`src/rtl/serv_rf_octal_pkg.sv`:
```
// Shared definitions for the serial register-file bridge.
//   rd_state_e    : read FSM state encoding
//   BYTES_PER_REG : bytes per register for the default 32-bit build
//   byte_addr()   : forms a bank byte address {reg index, byte select}
package serv_rf_octal_pkg;

  typedef enum logic [1:0] {StIdle, StFetch1, StFetch2, StStream} rd_state_e;

  localparam int unsigned XLEN_DEF      = 32;
  localparam int unsigned BYTES_PER_REG = XLEN_DEF / 8;

  // Callers cast the result down to their bank address width.
  function automatic logic [15:0] byte_addr(logic [7:0] idx, logic [7:0] byte_sel,
                                            int unsigned byte_w);
    return (16'(idx) << byte_w) | 16'(byte_sel);
  endfunction

endpackage

```
`src/rtl/serv_rf_octal_if_if.sv`:
```
// Bus bundle between the serial core ports, the bridge and the byte-wide bank.
//   slave  : bridge view (core read/write requests and bank read data in; stream and bank
//            strobes out)
//   master : environment view (core side plus bank model)
interface serv_rf_octal_if_if #(
  parameter int unsigned XLEN   = 32,
  parameter int unsigned REG_AW = 5
);
  localparam int unsigned RAM_AW = REG_AW + $clog2(XLEN / 8);

  logic              i_rreq;
  logic [REG_AW-1:0] i_rs1;
  logic [REG_AW-1:0] i_rs2;
  logic              o_rvalid;
  logic              o_rdata1;
  logic              o_rdata2;
  logic              o_busy;
  logic              i_wen;
  logic [REG_AW-1:0] i_rd;
  logic              i_wdata;
  logic [RAM_AW-1:0] o_raddr;
  logic [7:0]        i_rdata;
  logic [RAM_AW-1:0] o_waddr;
  logic [7:0]        o_wdata;
  logic              o_wen;

  modport slave (
    input  i_rreq, i_rs1, i_rs2, i_wen, i_rd, i_wdata, i_rdata,
    output o_rvalid, o_rdata1, o_rdata2, o_busy, o_raddr, o_waddr, o_wdata, o_wen
  );

  modport master (
    output i_rreq, i_rs1, i_rs2, i_wen, i_rd, i_wdata, i_rdata,
    input  o_rvalid, o_rdata1, o_rdata2, o_busy, o_raddr, o_waddr, o_wdata, o_wen
  );

endinterface

```
`src/rtl/serv_rf_octal_shift.sv`:
```
// 8-bit parallel-load shift register, LSB out. Load wins over shift.
//   clk_i, rst_ni : clock, synchronous active-low reset
//   load_i/data_i : parallel load of a bank byte
//   shift_i       : shift right one bit, zero fill
//   bit_o         : current LSB
module serv_rf_octal_shift (
  input  logic       clk_i,
  input  logic       rst_ni,
  input  logic       load_i,
  input  logic       shift_i,
  input  logic [7:0] data_i,
  output logic       bit_o
);

  logic [7:0] sr_q, sr_d;

  always_comb begin
    sr_d = sr_q;
    if (load_i) begin
      sr_d = data_i;
    end else if (shift_i) begin
      sr_d = {1'b0, sr_q[7:1]};
    end
  end

  always_ff @(posedge clk_i) begin
    if (!rst_ni) begin
      sr_q <= '0;
    end else begin
      sr_q <= sr_d;
    end
  end

  assign bit_o = sr_q[0];

endmodule

```
`src/rtl/serv_rf_octal_if.sv`:
```
// Bridge from bit-serial register-file ports to a byte-wide bank (registered read data, one
// cycle after o_raddr). Reads stream rs1/rs2 LSB-first; serial rd writes are packed into bytes.
//   i_clk, i_rst_n : clock, synchronous active-low reset
//   bus (slave)    : rreq/rs1/rs2 -> rvalid/rdata1/rdata2/busy stream; wen/rd/wdata serial
//                    write; raddr/rdata bank read port; waddr/wdata/wen bank write port
// Build option: SERV_RF_X0_ZERO_EN makes index 0 read as zero and blocks bank writes to it.
module serv_rf_octal_if
  import serv_rf_octal_pkg::*;
#(
  parameter int unsigned XLEN   = 32,
  parameter int unsigned REG_AW = 5
) (
  input logic               i_clk,
  input logic               i_rst_n,
  serv_rf_octal_if_if.slave bus
);

  localparam int unsigned BytesPerReg = XLEN / 8;
  localparam int unsigned ByteAw      = $clog2(BytesPerReg);
  localparam int unsigned CntW        = $clog2(XLEN);
  localparam int unsigned RamAw       = REG_AW + ByteAw;
  localparam logic [ByteAw-1:0] LastByte = ByteAw'(BytesPerReg - 1);
  localparam logic [CntW-1:0]   LastBit  = CntW'(XLEN - 1);

  // ---------------- read side ----------------
  rd_state_e         state_q, state_d;
  logic [CntW-1:0]   cnt_q, cnt_d;
  logic [REG_AW-1:0] rs1_q, rs1_d, rs2_q, rs2_d;
  logic [7:0]        pf1_q, pf1_d;  // rs1 next byte, arrives a cycle before it can be loaded

  logic [2:0]        bit_idx;
  logic [ByteAw-1:0] byte_idx, next_byte;
  logic              last_byte;
  logic [RamAw-1:0]  raddr;
  logic              ld1, ld2, shift_en, sh1_bit, sh2_bit, rd1_zero, rd2_zero;
  logic [7:0]        ld1_data;

  assign bit_idx   = cnt_q[2:0];
  assign byte_idx  = cnt_q[CntW-1:3];
  assign next_byte = byte_idx + ByteAw'(1);
  assign last_byte = (byte_idx == LastByte);

  always_ff @(posedge i_clk) begin
    if (!i_rst_n) begin
      state_q <= StIdle;
    end else begin
      state_q <= state_d;
    end
  end

  always_comb begin
    state_d = state_q;
    unique case (state_q)
      StIdle:   if (bus.i_rreq) state_d = StFetch1;
      StFetch1: state_d = StFetch2;
      StFetch2: state_d = StStream;
      StStream: if (cnt_q == LastBit) state_d = StIdle;
      default:  state_d = StIdle;
    endcase
  end

  always_comb begin
    cnt_d = '0;
    rs1_d = rs1_q;
    rs2_d = rs2_q;
    pf1_d = pf1_q;
    if (state_q == StIdle && bus.i_rreq) begin
      rs1_d = bus.i_rs1;
      rs2_d = bus.i_rs2;
    end
    if (state_q == StStream) begin
      cnt_d = (cnt_q == LastBit) ? '0 : cnt_q + CntW'(1);
      if (bit_idx == 3'd6 && !last_byte) pf1_d = bus.i_rdata;
    end
  end

  always_ff @(posedge i_clk) begin
    if (!i_rst_n) begin
      cnt_q <= '0;
      rs1_q <= '0;
      rs2_q <= '0;
      pf1_q <= '0;
    end else begin
      cnt_q <= cnt_d;
      rs1_q <= rs1_d;
      rs2_q <= rs2_d;
      pf1_q <= pf1_d;
    end
  end

  // Address issue and shift-register loads. Prefetch for byte b+1: rs1 at bit 5, rs2 at bit 6,
  // both land in the shift registers at the bit 7 -> 0 boundary.
  always_comb begin
    raddr    = '0;
    ld1      = 1'b0;
    ld2      = 1'b0;
    ld1_data = pf1_q;
    unique case (state_q)
      StIdle: begin
        if (bus.i_rreq) raddr = RamAw'(byte_addr(8'(bus.i_rs1), 8'd0, ByteAw));
      end
      StFetch1: begin
        raddr    = RamAw'(byte_addr(8'(rs2_q), 8'd0, ByteAw));
        ld1      = 1'b1;
        ld1_data = bus.i_rdata;
      end
      StFetch2: ld2 = 1'b1;
      StStream: begin
        if (!last_byte) begin
          if (bit_idx == 3'd5) raddr = RamAw'(byte_addr(8'(rs1_q), 8'(next_byte), ByteAw));
          if (bit_idx == 3'd6) raddr = RamAw'(byte_addr(8'(rs2_q), 8'(next_byte), ByteAw));
          if (bit_idx == 3'd7) begin
            ld1 = 1'b1;
            ld2 = 1'b1;
          end
        end
      end
      default: ;
    endcase
  end

  assign shift_en = (state_q == StStream);

`ifdef SERV_RF_X0_ZERO_EN
  assign rd1_zero = (rs1_q == '0);
  assign rd2_zero = (rs2_q == '0);
`else
  assign rd1_zero = 1'b0;
  assign rd2_zero = 1'b0;
`endif

  serv_rf_octal_shift u_sh1 (
    .clk_i  (i_clk),
    .rst_ni (i_rst_n),
    .load_i (ld1),
    .shift_i(shift_en),
    .data_i (ld1_data),
    .bit_o  (sh1_bit)
  );

  serv_rf_octal_shift u_sh2 (
    .clk_i  (i_clk),
    .rst_ni (i_rst_n),
    .load_i (ld2),
    .shift_i(shift_en),
    .data_i (bus.i_rdata),
    .bit_o  (sh2_bit)
  );

  assign bus.o_raddr  = raddr;
  assign bus.o_busy   = (state_q != StIdle);
  assign bus.o_rvalid = shift_en;
  assign bus.o_rdata1 = shift_en & sh1_bit & ~rd1_zero;
  assign bus.o_rdata2 = shift_en & sh2_bit & ~rd2_zero;

  // ---------------- write packer ----------------
  logic [2:0]        wbit_q, wbit_d;
  logic [ByteAw-1:0] wbyte_q, wbyte_d;
  logic [7:0]        pack_q, pack_d, wdata_q, wdata_d;
  logic [RamAw-1:0]  waddr_q, waddr_d;
  logic              wen_q, wen_d, wr_allow;

`ifdef SERV_RF_X0_ZERO_EN
  assign wr_allow = (bus.i_rd != '0);
`else
  assign wr_allow = 1'b1;
`endif

  always_comb begin
    wbit_d  = wbit_q;
    wbyte_d = wbyte_q;
    pack_d  = pack_q;
    wdata_d = wdata_q;
    waddr_d = waddr_q;
    wen_d   = 1'b0;
    if (bus.i_wen) begin
      pack_d = {bus.i_wdata, pack_q[7:1]};
      wbit_d = wbit_q + 3'd1;
      if (wbit_q == 3'd7) begin
        wen_d   = wr_allow;
        wdata_d = pack_d;
        waddr_d = RamAw'(byte_addr(8'(bus.i_rd), 8'(wbyte_q), ByteAw));
        wbyte_d = (wbyte_q == LastByte) ? '0 : wbyte_q + ByteAw'(1);
      end
    end
  end

  always_ff @(posedge i_clk) begin
    if (!i_rst_n) begin
      wbit_q  <= '0;
      wbyte_q <= '0;
      pack_q  <= '0;
      wdata_q <= '0;
      waddr_q <= '0;
      wen_q   <= 1'b0;
    end else begin
      wbit_q  <= wbit_d;
      wbyte_q <= wbyte_d;
      pack_q  <= pack_d;
      wdata_q <= wdata_d;
      waddr_q <= waddr_d;
      wen_q   <= wen_d;
    end
  end

  assign bus.o_wen   = wen_q;
  assign bus.o_wdata = wdata_q;
  assign bus.o_waddr = waddr_q;

endmodule

```
`src/flat_wrapper.sv`:
```
// flat-port wrapper written by rule: the top's interface ports become plain ports
module serv_rf_octal_if_flat import serv_rf_octal_pkg::*;
#(
  parameter int unsigned XLEN   = 32,
  parameter int unsigned REG_AW = 5
)
  (i_clk, i_rst_n, bus_i_rreq, bus_i_rs1, bus_i_rs2, bus_i_wen, bus_i_rd, bus_i_wdata, bus_i_rdata, bus_o_rvalid, bus_o_rdata1, bus_o_rdata2, bus_o_busy, bus_o_raddr, bus_o_waddr, bus_o_wdata, bus_o_wen);
  serv_rf_octal_if_if #(.XLEN(XLEN), .REG_AW(REG_AW)) bus_i ();
  input logic i_clk;
  input logic i_rst_n;
  input wire logic [$bits(bus_i.i_rreq)-1:0] bus_i_rreq;
  input wire logic [$bits(bus_i.i_rs1)-1:0] bus_i_rs1;
  input wire logic [$bits(bus_i.i_rs2)-1:0] bus_i_rs2;
  input wire logic [$bits(bus_i.i_wen)-1:0] bus_i_wen;
  input wire logic [$bits(bus_i.i_rd)-1:0] bus_i_rd;
  input wire logic [$bits(bus_i.i_wdata)-1:0] bus_i_wdata;
  input wire logic [$bits(bus_i.i_rdata)-1:0] bus_i_rdata;
  output wire logic [$bits(bus_i.o_rvalid)-1:0] bus_o_rvalid;
  output wire logic [$bits(bus_i.o_rdata1)-1:0] bus_o_rdata1;
  output wire logic [$bits(bus_i.o_rdata2)-1:0] bus_o_rdata2;
  output wire logic [$bits(bus_i.o_busy)-1:0] bus_o_busy;
  output wire logic [$bits(bus_i.o_raddr)-1:0] bus_o_raddr;
  output wire logic [$bits(bus_i.o_waddr)-1:0] bus_o_waddr;
  output wire logic [$bits(bus_i.o_wdata)-1:0] bus_o_wdata;
  output wire logic [$bits(bus_i.o_wen)-1:0] bus_o_wen;
  assign bus_i.i_rreq = bus_i_rreq;
  assign bus_i.i_rs1 = bus_i_rs1;
  assign bus_i.i_rs2 = bus_i_rs2;
  assign bus_i.i_wen = bus_i_wen;
  assign bus_i.i_rd = bus_i_rd;
  assign bus_i.i_wdata = bus_i_wdata;
  assign bus_i.i_rdata = bus_i_rdata;
  assign bus_o_rvalid = bus_i.o_rvalid;
  assign bus_o_rdata1 = bus_i.o_rdata1;
  assign bus_o_rdata2 = bus_i.o_rdata2;
  assign bus_o_busy = bus_i.o_busy;
  assign bus_o_raddr = bus_i.o_raddr;
  assign bus_o_waddr = bus_i.o_waddr;
  assign bus_o_wdata = bus_i.o_wdata;
  assign bus_o_wen = bus_i.o_wen;
  serv_rf_octal_if #(.XLEN(XLEN), .REG_AW(REG_AW)) u_core (.i_clk(i_clk), .i_rst_n(i_rst_n), .bus(bus_i));
endmodule
```
`config.mk`:
```
export PLATFORM = sky130hd
export DESIGN_NAME = serv_rf_octal_if_flat
export DESIGN_NICKNAME = d
export VERILOG_FILES = /design/src/rtl/serv_rf_octal_pkg.sv /design/src/rtl/serv_rf_octal_if_if.sv /design/src/rtl/serv_rf_octal_shift.sv /design/src/rtl/serv_rf_octal_if.sv /design/src/flat_wrapper.sv
export SDC_FILE = /design/constraint.sdc
export NUM_CORES = 1
export LEC_CHECK = 0
export ABC_CLOCK_PERIOD_IN_PS = 3720
export BUFFER_PORTS_ARGS = -buffer_cell sky130_fd_sc_hd__buf_2
export CAP_MARGIN = 20
export CORE_MARGIN = 1
export CORE_UTILIZATION = 49
export CTS_CLUSTER_SIZE = 10
export DETAILED_ROUTE_END_ITERATION = 12
export PLACE_DENSITY_LB_ADDON = 0.25
export SETUP_SLACK_MARGIN = 0.2
export SYNTH_ARGS = -nofsm -noshare
export SYNTH_HDL_FRONTEND = slang
export SYNTH_HIERARCHICAL = 1
export SYNTH_SLANG_ARGS = --single-unit
```
`constraint.sdc`:
```
create_clock -name i_clk -period 3.72 [get_ports i_clk]
set_input_delay 0.372 -clock i_clk [delete_from_list [all_inputs] [get_ports i_clk]]
set_output_delay 0.372 -clock i_clk [all_outputs]
set_load 0.01 [all_outputs]
```
==> run summary, run 1 <==
Outcome -> completed
Number of distinct library cells after synthesis -> 33
Synthesized area per cell -> 9.17 um2
Int Pwr -> 1.55 mW
P&R area growth vs syn -> 16.1%
Yosys warns -> 6
DR vias -> 2493
Clk slew on worst S/H paths -> 70 ps
# hold bufs at CTS -> 0
Initial Util -> 51.7%
Gr busiest metal -> met2
CTS tree -> yes
DRT Pass-1 Iters -> 4
Overall Power -> 2.17 mW
Met1 Usage GRT -> 24.3%
Routing usage on met2 -> 32.9%
Psw -> 0.627 mW
Post-route antenna net violation count -> 0
Worst rel slew slack -> 42.8%
Die Y-Extent -> 82.0 um
Htree depth -> 3
CTS Buf Count -> 9
Final wirelength -> 6270 um
Final Skew -> 7.25 ps
PortBufs -> 54
Combinational share of power -> 27.0%
Pre-CTS setup slack -> 1300 ps
Bufs on Longest Clock Path -> 2
Worst skew pair latency -> 340 ps
I/O pins -> 55
Clock power frac -> 31.5%
Root buffer cell -> clkbuf_8
Layout Utilization -> 60.1%
Cell count after synthesis -> 342
Kind of critical path -> register to output port
Worst slew pin tran -> 856 ps
Setup-failing EPs final -> 0
Ys flop type -> dfxtp_1
Iter 0 DRT Violations -> 99
Largest net degree at the start of global routing -> 30
Leakage -> 1.74 nW
PD cells -> 597 mW/mm2
DP Area -> 0.00342 mm2
Switching share of total power -> 28.8%
Most common cell after layout, fill and taps aside -> dfxtp_1
Vias/cell -> 5.32
Most frequent cells in the layout -> 69 x dfxtp_1, 67 x nand2_1, 54 x buf_2, 40 x a21oi_1, 23 x nor2_1
DRC Markers -> 0
Cell Area, Synth -> 0.00314 mm2
Critical Path Fanout Max -> 15
Worst min-delay path category -> input pin to register
Register share of total power -> 41.5%
TritonCTS Sinks -> 69
Vias in the first global route -> 2276
Final WS setup -> 950 ps
Async S/R FF share, synth -> 0%
Post-Layout Inst Area -> 0.00364 mm2
Setup TNS -> 0 ps
Crit path launch type -> register
Max VDD drop -> 0.323 mV
Max_cap viols -> 0
Wire per inst -> 13.4 um
Final hold vios -> 0
CP Capture Type -> output port
Grt ovf -> 0
Seq cells post-synth -> 69
Layout cells sized above 1 -> 23.6%
Syn nets -> 383
Fin crit share -> 74.5%
Final nets -> 430
Met3 usage -> 5.22%
Core area -> 0.00606 mm2
Register area share after synthesis -> 44.1%
Worst EP required -> 3350 ps
Max frequency -> 361 MHz
GPL Wtd Cong -> 0.723
DP HPWL -> 4250 um
Post-CTS Setup Bufs -> 0
Worst Path Arrival -> 2400 ps
Number of synthesized flops with an enable pin -> 0
Period minus WS final -> 2770 ps
First-pass GRT wire length -> 10100 um
Chip Width -> 82.0 um
Number of core rows -> 28
Initial antenna violation count -> 0
Diode count -> 0
Fin. max-slew vios -> 0
Overall routing resource usage -> 20.1%
Die ar. -> 0.00672 mm2
CTS resizes -> 0
RSZ-0062 raised after global routing -> false
## path summary, 6_finish.rpt
kind              slack (ps)                    end  cells after the start         startpoint
setup reg to reg        1650        u_core/pf1_q[3]                      5  u_core/state_q[0]
hold / removal           270  u_core/bus.o_waddr[2]                      3        bus_i_rd[0]
setup / recovery         950         bus_o_raddr[6]                      5  u_core/state_q[0]
hold reg to reg          450        u_core/rs2_q[2]                      2    u_core/rs2_q[2]
## per-layer routing
| metal | vias to the layer above | share of wire [%] |
|---|---|---|
| met3 | 4 | 3.4 |
| li1 | 1253 | - |
| met4 | 0 | 0.99 |
| met2 | 55 | 48 |
| met5 | - | 0 |
| met1 | 1181 | 47 |
## state kept, by name (all words and copies together), names as in the netlist
register,count
u_core/pack_q,7
u_core/cnt_q,5
u_core/rs1_q,5
u_core/wbit_q,3
u_core/state_q,2
u_core/bus.o_waddr,7
u_core/bus.o_wen,1
u_core/u_sh1/sr_q,8
u_core/wbyte_q,2
u_core/pf1_q,8
u_core/u_sh2/sr_q,8
u_core/bus.o_wdata,8
u_core/rs2_q,5
## cells in the mapped netlist (3+ instances only)
cell type	number	area (um2)
ha_1	13	163
nand2b_1	18	113
buf_2	7	35.0
mux2_4	14	210
and2_1	3	18.8
buf_1	3	11.3
dfxtp_1	69	1380
nor2_1	23	86.3
o22ai_1	4	25.0
a21oi_1	40	200
nand2_1	67	251
mux2i_1	14	140
clkbuf_1	8	30.0
o211a_1	14	140
mux2_2	8	90.1
inv_1	7	26.3
and3_1	7	43.8
## critical path: stages (launching register included)
cell      delay (ps)
dfxtp_1          380
ha_1             630
nand3b_1         180
or3_1            490
o22ai_1          220
buf_2            160
## power groups by stage
stage / Clock [mW] / Combinational [mW] / Sequential [mW]
after floorplan: 0 / 0.473 / 0.900
after global placement: 0 / 0.575 / 0.912
after detailed placement: 0 / 0.589 / 0.918
after CTS: 0.700 / 0.591 / 0.902
after global routing: 0.731 / 0.650 / 0.912
final: 0.685 / 0.587 / 0.902
## final cells by class
cell class                      instances  area [um2]
Clock buffer                           12         155
Clock inverter                          4        70.1
Fill cell                             528        2420
Inverter                                7        26.3
Multi-Input combinational cell        246        1630
Sequential cell                        69        1380
Tap cell                               75        93.8
Timing Repair Buffer                   56         285
## logic make-up after synthesis
kind of cell / share of synthesized area [%]
AOI/OAI and AO/OA: 12.7
xor gates and xnor gates: 0.559
adders and majority gates: 5.19
buffers and inverters: 3.99
DFF: 44.1
muxes: 14.0
and+or+nand+nor: 19.4
## per-stage QoR
step | instances | hold slack, ps
after detailed placement | 453 | 445
final | 469 | 268
after global placement | 453 | 441
after CTS | 469 | 249
after global routing | 469 | 259
after floorplan | 342 | 431
Note: power is estimated with default switching activity, not from simulation.
==> run 2, diff against run 1 <==
ABC_CLOCK_PERIOD_IN_PS = 2600   (was 3720)
clock period = 2.6 ns   (was 3.72 ns; I/O delays follow)
==> run 2 against run 1 <==
Non-clock buffer count increased by 2. Sequential cell count stayed put. Final area increased by 0.58%. Count of clock-buffer cells in the layout fell by 2. First-iteration DRC count decreased by 18%. Clock power increased by 44%. Routed wire length fell by 4.4%. Register-to-register slack got worse by 1000 ps. Sequential power increased by 43%. Critical path depth unchanged. Global-route usage decreased by 0.76 points. Critical endpoint unchanged. Largest cell class unchanged. Largest power group unchanged.
==> run summary, run 2 (synthesis results as in run 1) <==
Outcome -> completed
Final hold slack -> 153 ps (-116 ps)
Worst EP required -> 2340 ps (-1010 ps)
Int Pwr -> 2.20 mW (+42%)
Placed cells -> 455 (+0.44%)
Combinational share of power -> 26.8% (-0.2 points)
Psw -> 0.912 mW (+46%)
PortBufs -> 54 (unchanged)
Worst skew pair latency -> 340 ps (about the same)
Storage cell area -> 0.00138 mm2 (unchanged)
Largest net degree at the start of global routing -> 28 (-6.7%)
DP Area -> 0.00343 mm2 (+0.44%)
Fin crit share -> 86.1%
Initial Util -> 51.7% (unchanged)
Multi-input gate area -> 0.00163 mm2 (unchanged)
P&R area growth vs syn -> 16.8%
Setup TNS -> 0 ps (unchanged)
Core area -> 0.00606 mm2 (unchanged)
Register share of total power -> 41.5% (about the same)
Post-CTS Setup Bufs -> 0 (unchanged)
Worst slew pin tran -> 647 ps (-210 ps)
# hold bufs at CTS -> 0 (unchanged)
Layout cells sized above 1 -> 24.2% (+0.64 points)
Switching share of total power -> 29.3% (+0.50 points)
Wire per inst -> 12.7 um (-4.8%)
CP Capture Type -> output port
Max_cap viols -> 0 (unchanged)
Vias/cell -> 5.25 (-1.1%)
Most frequent cells in the layout -> 69 x dfxtp_1, 67 x nand2_1, 54 x buf_2, 40 x a21oi_1, 23 x nor2_1
First-pass GRT wire length -> 9940 um (-1.2%)
Final Skew -> 11.7 ps (+4.45 ps)
Bufs on Longest Clock Path -> 2 (unchanged)
Diode count -> 0 (unchanged)
Die Y-Extent -> 82.0 um (unchanged)
Overall routing resource usage -> 19.3% (-0.76 points)
CTS tree -> yes
I/O pins -> 55 (unchanged)
Setup-failing EPs final -> 0 (unchanged)
Number of core rows -> 28 (unchanged)
Most common cell after layout, fill and taps aside -> dfxtp_1
DRC Markers -> 0 (unchanged)
Fill cells -> 539 (+2.1%)
Clock power frac -> 31.7% (+0.2 points)
Final wirelength -> 5990 um (-4.4%)
Grt ovf -> 0 (unchanged)
Final hold vios -> 0 (unchanged)
Crit path launch type -> register
Die ar. -> 0.00672 mm2 (unchanged)
PD cells -> 849 mW/mm2 (+42%)
TritonCTS Sinks -> 69 (unchanged)
Worst min-delay path category -> input pin to register
Fin. max-slew vios -> 0 (unchanged)
Final nets -> 432 (+0.47%)
Layout Utilization -> 60.4% (+0.35 points)
Vias in the first global route -> 2306 (+1.3%)
DP HPWL -> 4210 um (-1.1%)
Fin cells -> 471 (+0.43%)
Root buffer cell -> clkbuf_8
Initial antenna violation count -> 0 (unchanged)
Post-Layout Inst Area -> 0.00366 mm2 (+0.58%)
Worst Path Arrival -> 1980 ps (-420 ps)
Leakage -> 1.75 nW (+0.42%)
Clk slew on worst S/H paths -> 80 ps (about the same)
Critical Path Fanout Max -> 8 (-7)
DRT Pass-1 Iters -> 4 (unchanged)
Period minus WS final -> 2240 ps
Kind of critical path -> register to output port
RSZ-0062 raised after global routing -> false
DR vias -> 2475 (-0.72%)
Max frequency -> 447 MHz
Htree depth -> 3 (unchanged)
Post-route antenna net violation count -> 0 (unchanged)
Worst rel slew slack -> 56.9% (+14 points)
GPL Wtd Cong -> 0.858 (+19%)
CTS resizes -> 0 (unchanged)
CTS Buf Count -> 9 (unchanged)
Chip Width -> 82.0 um (unchanged)
Max VDD drop -> 0.442 mV (+37%)
Iter 0 DRT Violations -> 81 (-18%)
==> run 2: cell count changes in the layout (fill, tap and decap cells not counted), sizes merged <==
cell | before | now
inv | 7 | 9
clkinvlp | 0 | 1
clkinv | 2 | 1
buf | 56 | 58
clkbuf | 12 | 10
==> run 2: path summary, 6_finish.rpt <==
check,start,to,slack (ps),depth (start not counted)
max,u_core/state_q[0],bus_o_raddr[6],360,5
min,bus_i_rs2[1],u_core/rs2_q[1],150,3
max reg2reg,u_core/state_q[1],u_core/u_sh1/sr_q[7],610,5
min reg2reg,u_core/bus.o_wdata[2],u_core/bus.o_wdata[2],450,2
==> run 2: per-layer routing <==
layer / share of wire (%) / global-route usage, % / vias to the layer above / wire [um]
met5: 0 / 0 / - / 0
li1: - / - / 1253 / -
met1: 46 / 22.6 / 1169 / 2760
met2: 49 / 32.3 / 47 / 2950
met3: 3.7 / 6.11 / 6 / 221
met4: 0.97 / 8.42 / 0 / 58
==> run 2: cell type report <==
type,instances,area share [%]
inverters,7,0.717
clock inverters,6,2.56
clock buffers,10,3.76
flip-flops and latches,69,37.7
multi-input cells,246,44.5
well taps,75,2.56
repair buffers,58,8.20
==> run 2: through the flow <==
stage / setup WS (ps) / total power, mW
4_1_cts: 337 / 3.15
5_1_grt: 250 / 3.30
6_report: 361 / 3.11
2_1_floorplan: 760 / 1.96
3_3_place_gp: 710 / 2.13
3_5_place_dp: 604 / 2.15
==> run 2: critical path, stage by stage (launching register included) <==
cell and delay (ps):
dfxtp_1 390, inv_1 80, ha_1 300, or3_1 500
o22ai_1 220, buf_2 160
==> run 2: power by group through the flow <==
stage,clock (mW),combinational [mW],sequential [mW]
floorplan,0,0.677,1.29
global placement,0,0.822,1.30
detailed placement,0,0.837,1.32
CTS,1.02,0.841,1.29
global route,1.07,0.927,1.31
finish,0.988,0.833,1.29
